$ cat src/rtl/dvs_event_packetizer.sv
// DVS event packetizer: turns each popped {x, y, pol, ts} event into 2 or 3 RAVENS
// words, skipping the upper timestamp word while it is unchanged (with periodic refresh).
module dvs_event_packetizer #(
  parameter int DVS_X_ADDR_BITS   = 9,
  parameter int DVS_Y_ADDR_BITS   = 9,
  parameter int TIMESTAMP_US_BITS = 47,
  parameter int RAVENS_PKT_BITS   = 32,
  parameter int TS_HI_REFRESH     = 256
) (
  input  logic                                                     clk,
  input  logic                                                     rst,
  input  logic [DVS_X_ADDR_BITS+DVS_Y_ADDR_BITS+TIMESTAMP_US_BITS:0] event_i,
  input  logic                                                     event_valid_i,
  output logic                                                     event_ready_o,
  output logic [RAVENS_PKT_BITS-1:0]                               pkt_data_o,
  output logic                                                     pkt_valid_o,
  input  logic                                                     pkt_ready_i,
  output logic                                                     busy_o
);

  // Field positions below are fixed; any other geometry is rejected here.
  if (DVS_X_ADDR_BITS != 9 || DVS_Y_ADDR_BITS != 9 || TIMESTAMP_US_BITS != 47 ||
      RAVENS_PKT_BITS != 32 || TS_HI_REFRESH < 1) begin : g_param_check
    $error("dvs_event_packetizer: unsupported parameter set");
  end

  localparam int CNT_BITS = $clog2(TS_HI_REFRESH + 1);
  localparam logic [CNT_BITS-1:0] REFRESH_MAX = CNT_BITS'(TS_HI_REFRESH);

  typedef enum logic [1:0] {
    ST_IDLE  = 2'd0,
    ST_HDR   = 2'd1,
    ST_TS_HI = 2'd2,
    ST_TS_LO = 2'd3
  } state_t;

  function automatic logic [31:0] pack_hdr(input logic hi_f, input logic pol,
                                           input logic [8:0] x, input logic [8:0] y);
    return {2'b11, hi_f, pol, x, y, 10'd0};
  endfunction

  function automatic logic [31:0] pack_ts_hi(input logic [29:0] hi);
    return {2'b10, hi};
  endfunction

  function automatic logic [31:0] pack_ts_lo(input logic [16:0] lo);
    return {2'b01, 13'd0, lo};
  endfunction

  state_t               state_r, state_s;
  logic [46:0]          ev_ts_r;
  logic                 hi_follows_r;
  logic                 hi_known_r;
  logic [29:0]          last_hi_r;
  logic [CNT_BITS-1:0]  refresh_cnt_r;
  logic [31:0]          pkt_data_r, pkt_data_s;
  logic                 pkt_valid_r, pkt_valid_s;
  logic                 event_ready_s;
  logic                 ev_take_s;
  logic                 pkt_fire_s;
  logic                 hi_follows_s;

  assign pkt_fire_s   = pkt_valid_r & pkt_ready_i;
  assign ev_take_s    = event_valid_i & event_ready_s;
  assign hi_follows_s = !hi_known_r || (event_i[46:17] != last_hi_r) ||
                        (refresh_cnt_r == REFRESH_MAX);

  // State register
  always_ff @(posedge clk or posedge rst) begin
    if (rst) begin
      state_r <= ST_IDLE;
    end else begin
      state_r <= state_s;
    end
  end

  // Next-state logic
  always_comb begin
    state_s = state_r;
    case (state_r)
      ST_IDLE: begin
        if (ev_take_s) state_s = ST_HDR;
        else           state_s = ST_IDLE;
      end
      ST_HDR: begin
        if (pkt_fire_s) state_s = hi_follows_r ? ST_TS_HI : ST_TS_LO;
        else            state_s = ST_HDR;
      end
      ST_TS_HI: begin
        if (pkt_fire_s) state_s = ST_TS_LO;
        else            state_s = ST_TS_HI;
      end
      ST_TS_LO: begin
        if (pkt_fire_s) state_s = ev_take_s ? ST_HDR : ST_IDLE;
        else            state_s = ST_TS_LO;
      end
      default: state_s = ST_IDLE;
    endcase
  end

  // Output logic: pop condition and the next packet word to present
  always_comb begin
    event_ready_s = !rst && ((state_r == ST_IDLE) || (state_r == ST_TS_LO && pkt_ready_i));
    pkt_data_s    = pkt_data_r;
    pkt_valid_s   = pkt_valid_r;
    if (ev_take_s) begin
      pkt_data_s  = pack_hdr(hi_follows_s, event_i[47], event_i[65:57], event_i[56:48]);
      pkt_valid_s = 1'b1;
    end else if (pkt_fire_s) begin
      case (state_r)
        ST_HDR: begin
          pkt_valid_s = 1'b1;
          if (hi_follows_r) pkt_data_s = pack_ts_hi(ev_ts_r[46:17]);
          else              pkt_data_s = pack_ts_lo(ev_ts_r[16:0]);
        end
        ST_TS_HI: begin
          pkt_valid_s = 1'b1;
          pkt_data_s  = pack_ts_lo(ev_ts_r[16:0]);
        end
        default: begin
          pkt_valid_s = 1'b0;
          pkt_data_s  = 32'd0;
        end
      endcase
    end else begin
      pkt_data_s  = pkt_data_r;
      pkt_valid_s = pkt_valid_r;
    end
  end

  // Packet output registers
  always_ff @(posedge clk or posedge rst) begin
    if (rst) begin
      pkt_data_r  <= 32'd0;
      pkt_valid_r <= 1'b0;
    end else begin
      pkt_data_r  <= pkt_data_s;
      pkt_valid_r <= pkt_valid_s;
    end
  end

  // Event latch and upper-timestamp tracking; tracking commits when the HDR word leaves
  always_ff @(posedge clk or posedge rst) begin
    if (rst) begin
      ev_ts_r       <= 47'd0;
      hi_follows_r  <= 1'b0;
      hi_known_r    <= 1'b0;
      last_hi_r     <= 30'd0;
      refresh_cnt_r <= '0;
    end else begin
      if (ev_take_s) begin
        ev_ts_r      <= event_i[46:0];
        hi_follows_r <= hi_follows_s;
      end
      if (state_r == ST_HDR && pkt_fire_s) begin
        if (hi_follows_r) begin
          last_hi_r     <= ev_ts_r[46:17];
          hi_known_r    <= 1'b1;
          refresh_cnt_r <= '0;
        end else if (refresh_cnt_r < REFRESH_MAX) begin
          refresh_cnt_r <= refresh_cnt_r + CNT_BITS'(1);
        end
      end
    end
  end

  assign event_ready_o = event_ready_s;
  assign pkt_data_o    = pkt_data_r;
  assign pkt_valid_o   = pkt_valid_r;
  assign busy_o        = (state_r != ST_IDLE);

endmodule
$ cat config.mk
export PLATFORM = sky130hd
export DESIGN_NAME = dvs_event_packetizer
export DESIGN_NICKNAME = d
export VERILOG_FILES = /design/src/rtl/dvs_event_packetizer.sv
export SDC_FILE = /design/constraint.sdc
export NUM_CORES = 1
export LEC_CHECK = 0
export CAP_MARGIN = 10
export CORE_ASPECT_RATIO = 0.9
export CORE_MARGIN = 2
export CORE_UTILIZATION = 56
export DETAILED_ROUTE_END_ITERATION = 12
export PLACE_DENSITY = 0.94
export SYNTH_ARGS = -nofsm -noshare
export SYNTH_HDL_FRONTEND = slang
export SYNTH_SLANG_ARGS = --single-unit
$ cat constraint.sdc
create_clock -name clk -period 12.3 [get_ports clk]
set_clock_uncertainty 0.05 [all_clocks]
set_input_delay 3.075 -clock clk [delete_from_list [all_inputs] [get_ports clk]]
set_output_delay 3.075 -clock clk [all_outputs]
set_load 0.02 [all_outputs]
==> flow_summary.toml <==
[worst_setup_path]
critPathArrivalTime_ps = 4640
worstPathMaxFanout = 7
critical_path.endpoint_type = "output port"
worst_path_most_repeated_cell = "clkdlybuf4s50_1"
critical-path-slowest-cell = "clkdlybuf4s50_1"
worst_path_largest_cell_delay_ps = 630
regToRegEndpoint = "pkt_data_o[29]"
rr_startpoint = "state_r[0]"
timing.critical_path.required_ps = 9170
crit_path_cell_trace = "clkdlybuf4s50_1 > a21oi_1 > nor2_1 > clkdlybuf4s50_1"
worst_reg2reg_path_length_in_cells = 8
criticalPathCategory = "in -> out"
r2r_slack_ps = 9760
cp-start-kind = "primary input"

[yosys]
synth.largest_area_cell = "dfrtp_1"
ys.warnings.count = 0
post-synth-top-area-fraction_pct = 54.55
post_synth_num_cell_types = 37
synth_sequential_area_ratio_pct = 54.55
syn-cell-area_mm2 = 0.005643
postSynthAreaPerCell_um2 = 10.20
number_of_synthesized_flops_with_an_enable_pin = 0
synth_ff_type = "dfrtp_1"
synthCells = 553
postSynthRegisterBits = 123
synth_top_cells_by_area = "dfrtp_1 (55%), nand2_1 (11%), mux2_4 (7.7%), xor2_1 (5.0%), nor2_1 (3.2%)"
ys_async_sr_fraction_pct = 100.0
synthesis.nets = 630

[place]
placed_inst_area_mm2 = 0.006698
dp_hpwl_um = 9157
gp_congestion = 0.8468
place.port_buffers = 104

[layout]
mostFrequentLayoutCell = "nand2_1"
antenna_cells_inserted = 0
layout_common_cells = "nand2_1 (162), dfrtp_1 (123), clkdlybuf4s50_1 (104)"
nNetsFinal = 724
final_design_area_no_fill_mm2 = 0.007247
area_growth_syn_to_layout_pct = 28.43
filler_cell_count = 596
layout-drive-gt1-share_pct = 10.77

[sta]
tcrit_tclk_final_pct = 63.14
tightest_slew_ps = 1043
finalSetupTns_ps = 0
fmax_mhz = 128.8
slew_margin_rel_pct = 30.49
grt_setup_unrepaired = "false"
timing.final.hold_violations = 0
finalCriticalPeriod_ps = 7766
report.final.setup_viol = 0
maxSlewViolCount = 0

[power]
power.ir.vdd_worst_uv = 138.5
power.clock.fraction_pct = 25.4
netSwitchingFraction_pct = 36.15
power.static_leakage_nw = 3.424
pwr_density_cell_mw_per_mm2 = 249.1
power_frac_comb_pct = 34.6
p_sw_w = 0.0006525
share_seq_of_total_power_pct = 40.0
p_int_w = 0.001153

[clock_tree]
root_buf_cell = "clkbuf_8"
tritoncts = "built"
postCtsSetupBuffers = 0
cts.htree.levels = 4
cts_inserted_buffers = 17
cts-resized-gates = 0
ctsLongestPathBuffers = 2
quantity_of_hold_fixing_buffers_added_after_cts = 0
clkTransAtPathRegs_ps = 60
skew_pair_late_insertion_delay_ps = 520
numClockSinks = 123

[hold_path]
hold_startpoint = "hi_known_r"
holdCritPathClass = "reg -> reg"
hold-path-endpoint = "hi_known_r"
worstHoldPathCells = 1

[floorplanning]
fp-row-count = 34
io-pin-count = 105
floorplan.initialDensity_pct = 57.92
core-area_mm2 = 0.009742
fp.dieH_um = 99.23
dieArea_mm2 = 0.01090
floorplan.die.width_um = 109.8

[drt]
route.detailed.drc = 0
drt_pass1_iterations = 5
drt.antenna.violating_nets = 0
number_of_drc_markers_after_the_initial_detailed_route_iteration = 360
route.final.wire_length_um = 15130
detail_routed_via_count_per_cell = 5.889
vias = 4623
wl_per_cell_um = 19.28

[grt]
track_usage_pct = 29.86
first_pass_grt_wire_length_um = 24560
largest_net_degree_at_the_start_of_global_routing = 84
grt_pass1_vias = 4862
antenna_violations_before_repair = 0
globalRouteOverflowTotal = 0

[run_status]
run_status = "finished, final reports clean"

[flow_run]
max_cap_violations = 0
## synthesized netlist by cell type, types with 3 or more instances
library cell	count
a21oi_1	6
a221oi_1	17
a22o_1	7
a31oi_1	12
and2_1	3
and3_1	4
buf_2	19
buf_6	5
clkbuf_1	9
dfrtp_1	123
ha_1	7
inv_1	8
mux2_4	29
nand2_1	163
nand3_1	15
nand4_1	5
nor2_1	48
nor3_1	12
nor4_1	7
o21ai_0	3
xnor2_1	4
xor2_1	32
## critical path: cells and delay by family
kind | cells | cell delay [ps]
AOI/OAI and AO/OA | 1 | 160
buffers and inverters | 2 | 1220
and+or+nand+nor | 1 | 180
## logic make-up after synthesis
logic type,share of synthesized area [%]
AND/OR/NAND/NOR,19.47
flip-flops,54.55
AO/OA/AOI/OAI,6.985
buffers and inverters,3.947
XOR/XNOR,5.588
multiplexers,7.916
adder cells (fa/ha/maj),1.552
## power groups by stage
stage	Combinational (W)	Sequential (W)	Clock (W)
finish	0.000624	0.000722	0.000459
global route	0.000678	0.000738	0.000481
CTS	0.000625	0.000718	0.000463
detailed placement	0.000609	0.000715	0
global placement	0.000585	0.000701	0
floorplan	0.000342	0.000743	0
## area by class of cell
| class | instances | area [um^2] | share of cell area, % |
|---|---|---|---|
| clock buffer | 18 | 427.9 | 5.905 |
| clock inverter | 13 | 121.4 | 1.675 |
| inverter | 8 | 32.53 | 0.4489 |
| multi-input combinational | 388 | 2351 | 32.44 |
| sequential | 123 | 3078 | 42.47 |
| tap | 126 | 157.7 | 2.175 |
| timing repair buffer | 109 | 1079 | 14.88 |
## flip-flops by register name, indices dropped and copies added (netlist names)
name and cells:
hi_known_r 1, pkt_valid_o 1, refresh_cnt_r 9, state_r 2
pkt_data_o 32, hi_follows_r 1, last_hi_r 30, ev_ts_r 47
## routing by layer
layer  vias up  share of wire (%)  track usage, %  wire (um)
met3        59                8.4           9.240       1267
met2       265                 49           47.29       7430
met5         -                  0               0          0
met4         0                3.3           12.07        495
li1       2045                  -               -          -
met1      2254                 39           38.30       5938
## how the worst max path moves through the flow
stage,from,endpoint,slack [ps],cells after the start
6_report,pkt_ready_i,event_ready_o,4530,4
5_1_grt,pkt_ready_i,event_ready_o,4460,4
4_1_cts,pkt_ready_i,event_ready_o,4540,4
3_5_place_dp,pkt_ready_i,event_ready_o,4560,4
3_3_place_gp,pkt_ready_i,event_ready_o,4610,4
2_1_floorplan,pkt_ready_i,event_ready_o,5710,2
## through the flow
step	util [%]	hold slack (ps)	cells	total power [W]	worst slack, ps
finish	74.39	428.9	785	0.001805	4534
global route	74.39	454.1	785	0.001898	4463
CTS	74.39	429.4	785	0.001806	4540
detailed placement	68.75	417.9	754	0.001324	4560
global placement	68.75	397.4	754	0.001286	4614
floorplan	-	383.2	553	0.001085	5711
No activity file was read; power rests on OpenSTA's default activity.
